`config.mk`:
```
export PLATFORM = sky130hd
export DESIGN_NAME = wb_stage_gen2
export DESIGN_NICKNAME = d
export VERILOG_FILES = /design/src/rtl/wb_pkg.sv /design/src/rtl/load_align.sv /design/src/rtl/wb_stage_gen2.sv
export SDC_FILE = /design/constraint.sdc
export NUM_CORES = 1
export LEC_CHECK = 0
export CORE_UTILIZATION = 42
export DETAILED_ROUTE_END_ITERATION = 8
export HOLD_SLACK_MARGIN = 0.1
export PLACE_DENSITY_LB_ADDON = 0.15
export RECOVER_POWER = 50
export SYNTH_ARGS = -nofsm -noshare
export SYNTH_HDL_FRONTEND = slang
export SYNTH_SLANG_ARGS = --single-unit
export TNS_END_PERCENT = 100
```
`constraint.sdc`:
```
create_clock -name Clk -period 5.2 [get_ports Clk]
set_input_delay 1.04 -clock Clk [delete_from_list [all_inputs] [get_ports Clk]]
set_output_delay 1.04 -clock Clk [all_outputs]
set_load 0.03 [all_outputs]
```
`src/rtl/wb_pkg.sv`:
```
// wb_pkg: shared encodings for the write-back stage
package wb_pkg;

    // Result select driven by the decoder and carried down the pipe
    typedef enum logic [1:0] {
        RES_ALU  = 2'b00,
        RES_MEM  = 2'b01,
        RES_LINK = 2'b10,
        RES_IMM  = 2'b11
    } res_src_e;

    // Load size/sign; word types only differ from full on 64-bit datapaths
    typedef enum logic [2:0] {
        LD_FULL = 3'b000,
        LD_HS   = 3'b001,
        LD_HU   = 3'b010,
        LD_BS   = 3'b011,
        LD_BU   = 3'b100,
        LD_WS   = 3'b101,
        LD_WU   = 3'b110
    } load_type_e;

endpackage

```
`src/rtl/load_align.sv`:
```
// load_align: picks the addressed byte/half/word lane out of a read container and extends it
module load_align
    import wb_pkg::*;
#(
    parameter int DATA_W = 32,
    localparam int OFF_W = $clog2(DATA_W / 8)
) (
    input  logic [DATA_W-1:0] data_i,
    input  logic [OFF_W-1:0]  off_i,
    input  logic [2:0]        type_i,
    output logic [DATA_W-1:0] data_o
);

    // Misaligned half/word offsets round down by masking the low offset bits
    localparam logic [OFF_W-1:0] H_MASK = ~OFF_W'(1);
    localparam logic [OFF_W-1:0] W_MASK = ~OFF_W'(3);

    logic [7:0]  b;
    logic [15:0] h;
    logic [31:0] w;

    assign b = 8'(data_i >> {off_i, 3'b000});
    assign h = 16'(data_i >> {off_i & H_MASK, 3'b000});
    assign w = 32'(data_i >> {off_i & W_MASK, 3'b000});

    // Extend the selected lane; word loads fall back to full width on 32-bit builds
    always_comb begin
        data_o = data_i;
        case (type_i)
            LD_HS:   data_o = DATA_W'($signed(h));
            LD_HU:   data_o = DATA_W'(h);
            LD_BS:   data_o = DATA_W'($signed(b));
            LD_BU:   data_o = DATA_W'(b);
            LD_WS:   data_o = (DATA_W == 64) ? DATA_W'($signed(w)) : data_i;
            LD_WU:   data_o = (DATA_W == 64) ? DATA_W'(w) : data_i;
            default: data_o = data_i;
        endcase
    end

endmodule

```
`src/rtl/wb_stage_gen2.sv`:
```
// wb_stage_gen2: MEM/WB pipeline register with result select, load extraction and retire counter
module wb_stage_gen2
    import wb_pkg::*;
#(
    parameter int DATA_W   = 32,
    parameter int REG_AW   = 5,
    parameter int CNT_W    = 32,
    parameter bit ZERO_REG = 1'b1
) (
    input  logic              Clk,
    input  logic              rst,
    input  logic              StallW,
    input  logic              FlushW,
    input  logic              ValidM,
    input  logic              RegWriteM,
    input  logic [1:0]        ResultSrcM,
    input  logic [2:0]        LoadTypeM,
    input  logic [REG_AW-1:0] WriteRegM,
    input  logic [DATA_W-1:0] RD,
    input  logic [DATA_W-1:0] ALUOutM,
    input  logic [DATA_W-1:0] PCPlus4M,
    input  logic [DATA_W-1:0] ImmM,
    output logic [DATA_W-1:0] ResultW,
    output logic [REG_AW-1:0] WriteRegW,
    output logic              RegWriteW,
    output logic              ValidW,
    output logic [CNT_W-1:0]  InstRetW
);

    localparam int OFF_W = $clog2(DATA_W / 8);

    logic              valid_q, valid_d;
    logic              regwrite_q, regwrite_d;
    logic [REG_AW-1:0] wreg_q, wreg_d;
    logic [1:0]        src_q, src_d;
    logic [2:0]        lt_q, lt_d;
    logic [DATA_W-1:0] rd_q, rd_d;
    logic [DATA_W-1:0] alu_q, alu_d;
    logic [DATA_W-1:0] pc_q, pc_d;
    logic [DATA_W-1:0] imm_q, imm_d;
    logic [CNT_W-1:0]  cnt_q, cnt_d;
    logic [DATA_W-1:0] load_data;

    // Next WB slot: flush inserts a cleared bubble, stall holds, otherwise capture MEM
    always_comb begin
        valid_d    = valid_q;
        regwrite_d = regwrite_q;
        wreg_d     = wreg_q;
        src_d      = src_q;
        lt_d       = lt_q;
        rd_d       = rd_q;
        alu_d      = alu_q;
        pc_d       = pc_q;
        imm_d      = imm_q;
        if (FlushW) begin
            valid_d    = 1'b0;
            regwrite_d = 1'b0;
            wreg_d     = '0;
            src_d      = '0;
            lt_d       = '0;
            rd_d       = '0;
            alu_d      = '0;
            pc_d       = '0;
            imm_d      = '0;
        end else if (!StallW) begin
            valid_d    = ValidM;
            regwrite_d = RegWriteM;
            wreg_d     = WriteRegM;
            src_d      = ResultSrcM;
            lt_d       = LoadTypeM;
            rd_d       = RD;
            alu_d      = ALUOutM;
            pc_d       = PCPlus4M;
            imm_d      = ImmM;
        end
    end

    // A valid slot retires whenever it leaves WB, even when it is leaving because of a flush
    always_comb cnt_d = cnt_q + CNT_W'(valid_q && !StallW);

    // WB state register and retire counter
    always_ff @(posedge Clk or negedge rst) begin
        if (!rst) begin
            valid_q    <= 1'b0;
            regwrite_q <= 1'b0;
            wreg_q     <= '0;
            src_q      <= '0;
            lt_q       <= '0;
            rd_q       <= '0;
            alu_q      <= '0;
            pc_q       <= '0;
            imm_q      <= '0;
            cnt_q      <= '0;
        end else begin
            valid_q    <= valid_d;
            regwrite_q <= regwrite_d;
            wreg_q     <= wreg_d;
            src_q      <= src_d;
            lt_q       <= lt_d;
            rd_q       <= rd_d;
            alu_q      <= alu_d;
            pc_q       <= pc_d;
            imm_q      <= imm_d;
            cnt_q      <= cnt_d;
        end
    end

    load_align #(.DATA_W(DATA_W)) u_align (
        .data_i (rd_q),
        .off_i  (alu_q[OFF_W-1:0]),
        .type_i (lt_q),
        .data_o (load_data)
    );

    assign ResultW   = (src_q == RES_ALU)  ? alu_q :
                       (src_q == RES_MEM)  ? load_data :
                       (src_q == RES_LINK) ? pc_q : imm_q;
    assign WriteRegW = wreg_q;
    assign ValidW    = valid_q;
    assign RegWriteW = regwrite_q && valid_q && !(ZERO_REG && wreg_q == '0);
    assign InstRetW  = cnt_q;

endmodule

```
==> results.txt, run 1 <==
Global Route met2 Usage = 36.14%
First DRT Iteration DRCs = 428
per-cell routed wire length = 18.66 um
#FFs+latches synth = 172
I/O pin cnt = 215
via count = 7473
FILL cells = 1941
Final TNS setup = 0 ps
post-route core utilization = 55.93%
final setup fails = 0
post-detail-place hpwl = 17880 um
Worst Tran Pin Value = 3427 ps
row count = 54
final worst-path cycle share = 88.61%
CTS root buf = clkbuf_16
CP startpoint kind = input pin
Worst Path Max Fanout = 55
Primary FF master, synth = dfrtp_1
met1 Resource Use GR = 32.85%
Tot Pwr = 3.554 mW
Syn. warnings = 0
Final GP Congestion = 0.8611
clk_lat worst skew = 430 ps
reg2reg start = ValidW$_DFFE_PN0P_
Setup Skew = 9.984 ps
crit path capture = rd_q[16]$_DFFE_PN0P_
multi-input logic area = 0.004646 mm2
H-tree depth = 4
DIE AREA = 0.02287 mm2
cells resized by post-CTS repair = 0
grt ovf = 0
count leader, synth = nor2_1
Slew Viols, Final = 144
register area share after synthesis = 46.03%
Crit Reg-Reg Endpoint = InstRetW[19]$_DFF_PN0_
DR DRC count = 0
Non-Filler Instances = 1381
CTS tree = done
cts-stage hold buffer count = 0
Synth top area share = 46.03%
Mean Syn Cell Area = 10.23 um2
R2R setup slack = 2690 ps
Syn Nets = 1060
first-pass GRT wire length = 39740 um
Die Wd = 151.2 um
GRT Total Usage = 23.03%
die height = 151.2 um
global routing's busiest layer = met2
asr flop ratio synth = 100.0%
worst path required time = 5460 ps
nets = 1233
total CTS buffers = 17
LEAKAGE = 5.457 nW
failing checks = max-capacitance violations, max-slew violations
Power Dens Cells = 291.2 mW/mm2
Synth area leaders = dfrtp_1, mux2i_1, nor2_1, xnor2_1, o21ai_0
CP arrival = 4870 ps
Reg clk slew, reported paths = 80 ps
gate count of the mapped netlist = 914
met3 Usage GRT = 3.886%
run status = complete, but fails checks
register area = 0.004307 mm2
R2R depth = 6
core area = 0.02182 mm2
Post-synth EDFFs = 0
clk sinks = 172
vias per cell = 5.411
vias in the first global route = 7217
area grow syn2layout = 30.53%
mapped cell area = 0.009351 mm2
CP startpoint = StallW
placed cell area = 0.01159 mm2
Yosys top cell by area = dfrtp_1
Final Hold Fails = 0
remaining antenna violation count after routing = 0
Port Buf Inserts = 214
Routed WL = 25770 um
placed insts = 1348
Peak VDD IR = 202.4 uV
post-route minimum period = 4608 ps
critical setup path kind = in -> reg
Worst Setup End Kind = flop
initial core utilization = 42.85%
Design Area, Final = 0.01221 mm2
hold depth = 1
worst min path class = reg -> reg
headroom to the max-slew limit = -128.5%
top post-synthesis cells by count = nor2_1, dfrtp_1, mux2i_1
first-pass iteration count of the detailed router = 5
deepest clock path buffer count = 2
fraction of layout cells with a size suffix above 1 = 8.364%
max_cap viols = 2
largest net degree at the start of global routing = 109
unrepaired setup endpoints after global routing = false
initial antenna violation count = 0
number of setup buffers added after CTS = 0
Synth cell types = 52
Max Clock Freq = 0.2170 GHz
## power breakdown
group / switching (mW) / leakage, nW / internal [mW]
registers: 0.0835 / 2.30 / 1.41
logic: 0.359 / 2.86 / 0.318
clock network: 0.604 / 0.301 / 0.777
total: 1.05 / 5.46 / 2.51
## layout make-up
cell class / count / area share, %
antenna: 1 / 0.02050
clock buffer: 17 / 3.485
clock inverter: 15 / 1.722
inverter: 10 / 0.3075
multi-input combinational: 658 / 38.06
sequential: 172 / 35.28
tap: 280 / 2.870
timing repair buffer: 228 / 18.26
## placed cells by master, fill, tap and decap left out, types with 5 or more instances in the layout
master / instances
buf_4: 13
nand2_1: 35
o21ai_0: 34
xnor2_1: 25
o211ai_2: 10
or4b_1: 6
a22o_1: 16
nor3_1: 10
a22oi_1: 16
clkbuf_16: 17
o21a_1: 12
inv_1: 10
a31oi_1: 5
mux2_1: 6
and3_1: 5
nor2_1: 183
nand3_1: 16
xor2_1: 5
mux2i_1: 160
clkdlybuf4s50_1: 211
o221ai_1: 8
a221oi_2: 6
a21oi_1: 25
o31ai_2: 6
mux2_2: 6
nand4_1: 10
o211ai_1: 21
dfrtp_1: 170
## metrics by stage
step / hold WS, ps / setup WS (ps)
after floorplan: 483.5 / 2123
after global placement: 462.5 / 1255
after detailed placement: 465.4 / 1220
after CTS: 476.7 / 739.6
after global routing: 497.2 / 332.9
final: 475.2 / 592.3
## routing by layer
layer  up-vias  wire length [um]
met5         -                 0
met4         0               251
met3        20              1314
met2       208             11980
met1      3641             12230
li1       3604                 -
## flip-flops by register name (all words and copies together) (netlist names)
name / flops
lt_q: 3
InstRetW: 32
regwrite_q: 1
imm_q: 32
src_q: 2
rd_q: 32
pc_q: 32
WriteRegW: 5
ValidW: 1
alu_q: 32
## how the worst min path moves through the flow
stage / startpoint / to / slack [ps]
finish: InstRetW[31]$_DFF_PN0_ / InstRetW[31]$_DFF_PN0_ / 480
global route: InstRetW[31]$_DFF_PN0_ / InstRetW[31]$_DFF_PN0_ / 500
CTS: InstRetW[31]$_DFF_PN0_ / InstRetW[31]$_DFF_PN0_ / 480
detailed placement: InstRetW[31]$_DFF_PN0_ / InstRetW[31]$_DFF_PN0_ / 470
global placement: InstRetW[31]$_DFF_PN0_ / InstRetW[31]$_DFF_PN0_ / 460
floorplan: imm_q[0]$_DFFE_PN0P_ / imm_q[0]$_DFFE_PN0P_ / 480
## logic make-up (layout without fill, tap and decap cells)
| logic type | Yosys count | count (layout) | share of synthesized area (%) |
|---|---|---|---|
| AO/OA/AOI/OAI | 170 | 170 | 14.16 |
| XOR/XNOR | 30 | 30 | 2.810 |
| other | 0 | 1 | 0 |
| AND/OR/NAND/NOR | 283 | 283 | 13.71 |
| adder cells (fa/ha/maj) | 2 | 2 | 0.2676 |
| buffers and inverters | 84 | 270 | 4.295 |
| flip-flops | 172 | 172 | 46.03 |
| multiplexers | 173 | 173 | 18.73 |
## critical path: stages
cell	delay, ps
clkbuf_1	2380
buf_4	1050
mux2i_1	270
nor2_1	70
Note: power is estimated with default switching activity, not from simulation.
==> run 2: changes to the inputs <==
--- a/config.mk
+++ b/config.mk
@@ -10,6 +10,7 @@
 export HOLD_SLACK_MARGIN = 0.1
 export PLACE_DENSITY_LB_ADDON = 0.15
 export RECOVER_POWER = 50
+export REMOVE_ABC_BUFFERS = 1
 export SYNTH_ARGS = -nofsm -noshare
 export SYNTH_HDL_FRONTEND = slang
 export SYNTH_SLANG_ARGS = --single-unit
==> run 2 against run 1 <==
Cell area shrank 0.30%. Clock-buffer cell count grew 2. Via count shrank 1.1%. Die area is the same. Cell count is essentially flat. Critical endpoint is now imm_q[13]$_DFFE_PN0P_. First-iteration DRC count shrank 9.1%. The run still ends with max-capacitance violations, max-slew violations left. Highest routed layer is now met5. Sequential share of layout area grew 0.13 points.
==> results.txt, run 2 (same netlist as run 1, synthesis figures left out) <==
Worst Tran Pin Value = 3568 ps (+141.6 ps)
number of setup buffers added after CTS = 0 (unchanged)
LEAKAGE = 5.450 nW (-0.12%)
initial core utilization = 42.85% (unchanged)
Port Buf Inserts = 214 (unchanged)
Tot Pwr = 3.432 mW (-3.4%)
most common cell after layout, fill and taps aside = clkdlybuf4s50_1
total CTS buffers = 17 (unchanged)
Power Dens Cells = 282.0 mW/mm2 (-3.1%)
hold depth = 1 (unchanged)
ordered list of cells on the worst path = dlymetal6s4s_1 -> buf_4 -> mux2i_1 -> nor2_1
CTS tree = done
first-pass iteration count of the detailed router = 5 (unchanged)
deepest clock path buffer count = 2 (unchanged)
final setup fails = 0 (unchanged)
Final TNS setup = 0 ps (unchanged)
cells resized by post-CTS repair = 0 (unchanged)
DIE AREA = 0.02287 mm2 (unchanged)
R2R depth = 7 (+1)
critical setup path kind = in -> reg
First DRT Iteration DRCs = 389 (-9.1%)
via count = 7390 (-1.1%)
area grow syn2layout = 30.14%
Setup Skew = 9.293 ps (-0.6915 ps)
clk sinks = 172 (unchanged)
post-detail-place hpwl = 16760 um (-6.3%)
run status = complete, but fails checks
Worst Setup End Kind = flop
Worst path slowest cell = dlymetal6s4s_1
worst min path class = reg -> reg
initial antenna violation count = 2 (+2)
max incr delay on CP = 2600 ps (+220 ps)
fraction of layout cells with a size suffix above 1 = 8.364% (unchanged)
H-tree depth = 4 (unchanged)
Worst Path Max Fanout = 60 (+9.1%)
CTS root buf = clkbuf_16
Non-Filler Instances = 1380 (-0.072%)
unrepaired setup endpoints after global routing = false
Routed WL = 25120 um (-2.5%)
crit path buf inv count = 2 (unchanged)
DR DRC count = 0 (unchanged)
I/O pin cnt = 215 (unchanged)
Die Wd = 151.2 um (unchanged)
max_cap viols = 2 (unchanged)
worst path required time = 5500 ps (+40 ps)
largest net degree at the start of global routing = 109 (unchanged)
per-cell routed wire length = 18.21 um (-2.4%)
top cell family by delay on the critical path = buffers and inverters
die height = 151.2 um (unchanged)
grt ovf = 0 (unchanged)
post-route minimum period = 4704 ps (+96.03 ps)
row count = 54 (unchanged)
nets = 1233 (unchanged)
CP startpoint kind = input pin
headroom to the max-slew limit = -137.9% (-9.4 points)
first-pass GRT wire length = 39610 um (-0.35%)
failing checks = max-capacitance violations, max-slew violations
cts-stage hold buffer count = 0 (unchanged)
Final GP Congestion = 0.7625 (-11%)
GRT Total Usage = 22.67% (-0.36 points)
most frequent cells in the layout = clkdlybuf4s50_1, nor2_1, dfrtp_1
core area = 0.02182 mm2 (unchanged)
remaining antenna violation count after routing = 0 (unchanged)
Final Hold Fails = 0 (unchanged)
vias in the first global route = 7111 (-1.5%)
final worst-path cycle share = 90.46% (+1.8 points)
Crit. path cell count = 4 (unchanged)
Slew Viols, Final = 170 (+18%)
clk_lat worst skew = 440 ps (about the same)
placed insts = 1348 (unchanged)
Max Clock Freq = 0.2126 GHz (-2.0%)
Reg clk slew, reported paths = 70 ps (about the same)
diode count = 0 (-1)
vias per cell = 5.355 (-1.0%)
CP arrival = 5010 ps (+140 ps)
Peak VDD IR = 254.5 uV (+26%)
## run 2: power breakdown
group          switching (mW)  internal [mW]  leakage [nW]
Clock                   0.579          0.685         0.280
Sequential             0.0826           1.41          2.30
Combinational           0.353          0.320          2.87
Total                    1.01           2.42          5.45
## run 2: path summary, 6_finish.rpt
kind	slack [ps]	to	start
hold / removal	480	InstRetW[31]$_DFF_PN0_	InstRetW[31]$_DFF_PN0_
setup / recovery	500	imm_q[13]$_DFFE_PN0P_	StallW
setup reg to reg	2870	InstRetW[24]$_DFF_PN0_	ValidW$_DFFE_PN0P_
max in group asynchronous	1640	pc_q[23]$_DFFE_PN0P_	rst
hold reg to reg	480	InstRetW[31]$_DFF_PN0_	InstRetW[31]$_DFF_PN0_
min in group asynchronous	1450	imm_q[16]$_DFFE_PN0P_	rst
## run 2: final cells by class
class | instances | area (um2)
clock buffer | 19 | 442.9
clock inverter | 13 | 132.6
fill | 1962 | 9653
inverter | 10 | 37.54
multi-input combinational | 658 | 4648
sequential | 172 | 4309
tap | 280 | 350.3
timing repair buffer | 228 | 2250
## run 2: per-stage QoR
step | utilization (%) | setup slack, ps | area, um2 | hold WS, ps
finish | 55.77 | 496.3 | 12170 | 476.4
global route | 55.77 | 236.5 | 12170 | 504.4
CTS | 55.84 | 622.4 | 12190 | 481.7
detailed placement | 53.20 | 1110 | 11610 | 471.8
global placement | 53.20 | 1178 | 11610 | 465.4
floorplan | - | 979.1 | 8987 | 483.5
## run 2: per-layer routing
metal / part of all wire (%) / track usage (%)
met1: 46 / 31.63
met2: 46 / 34.59
met3: 7.3 / 6.386
met4: 0.91 / 5.400
met5: 0.048 / 0
==> run 3: changes to the inputs <==
--- a/config.mk
+++ b/config.mk
@@ -14,4 +14,3 @@
 export SYNTH_ARGS = -nofsm -noshare
 export SYNTH_HDL_FRONTEND = slang
 export SYNTH_SLANG_ARGS = --single-unit
-export TNS_END_PERCENT = 100
==> results of run 3 <==
Final layout, timing and power as in run 2 (identical DEF).
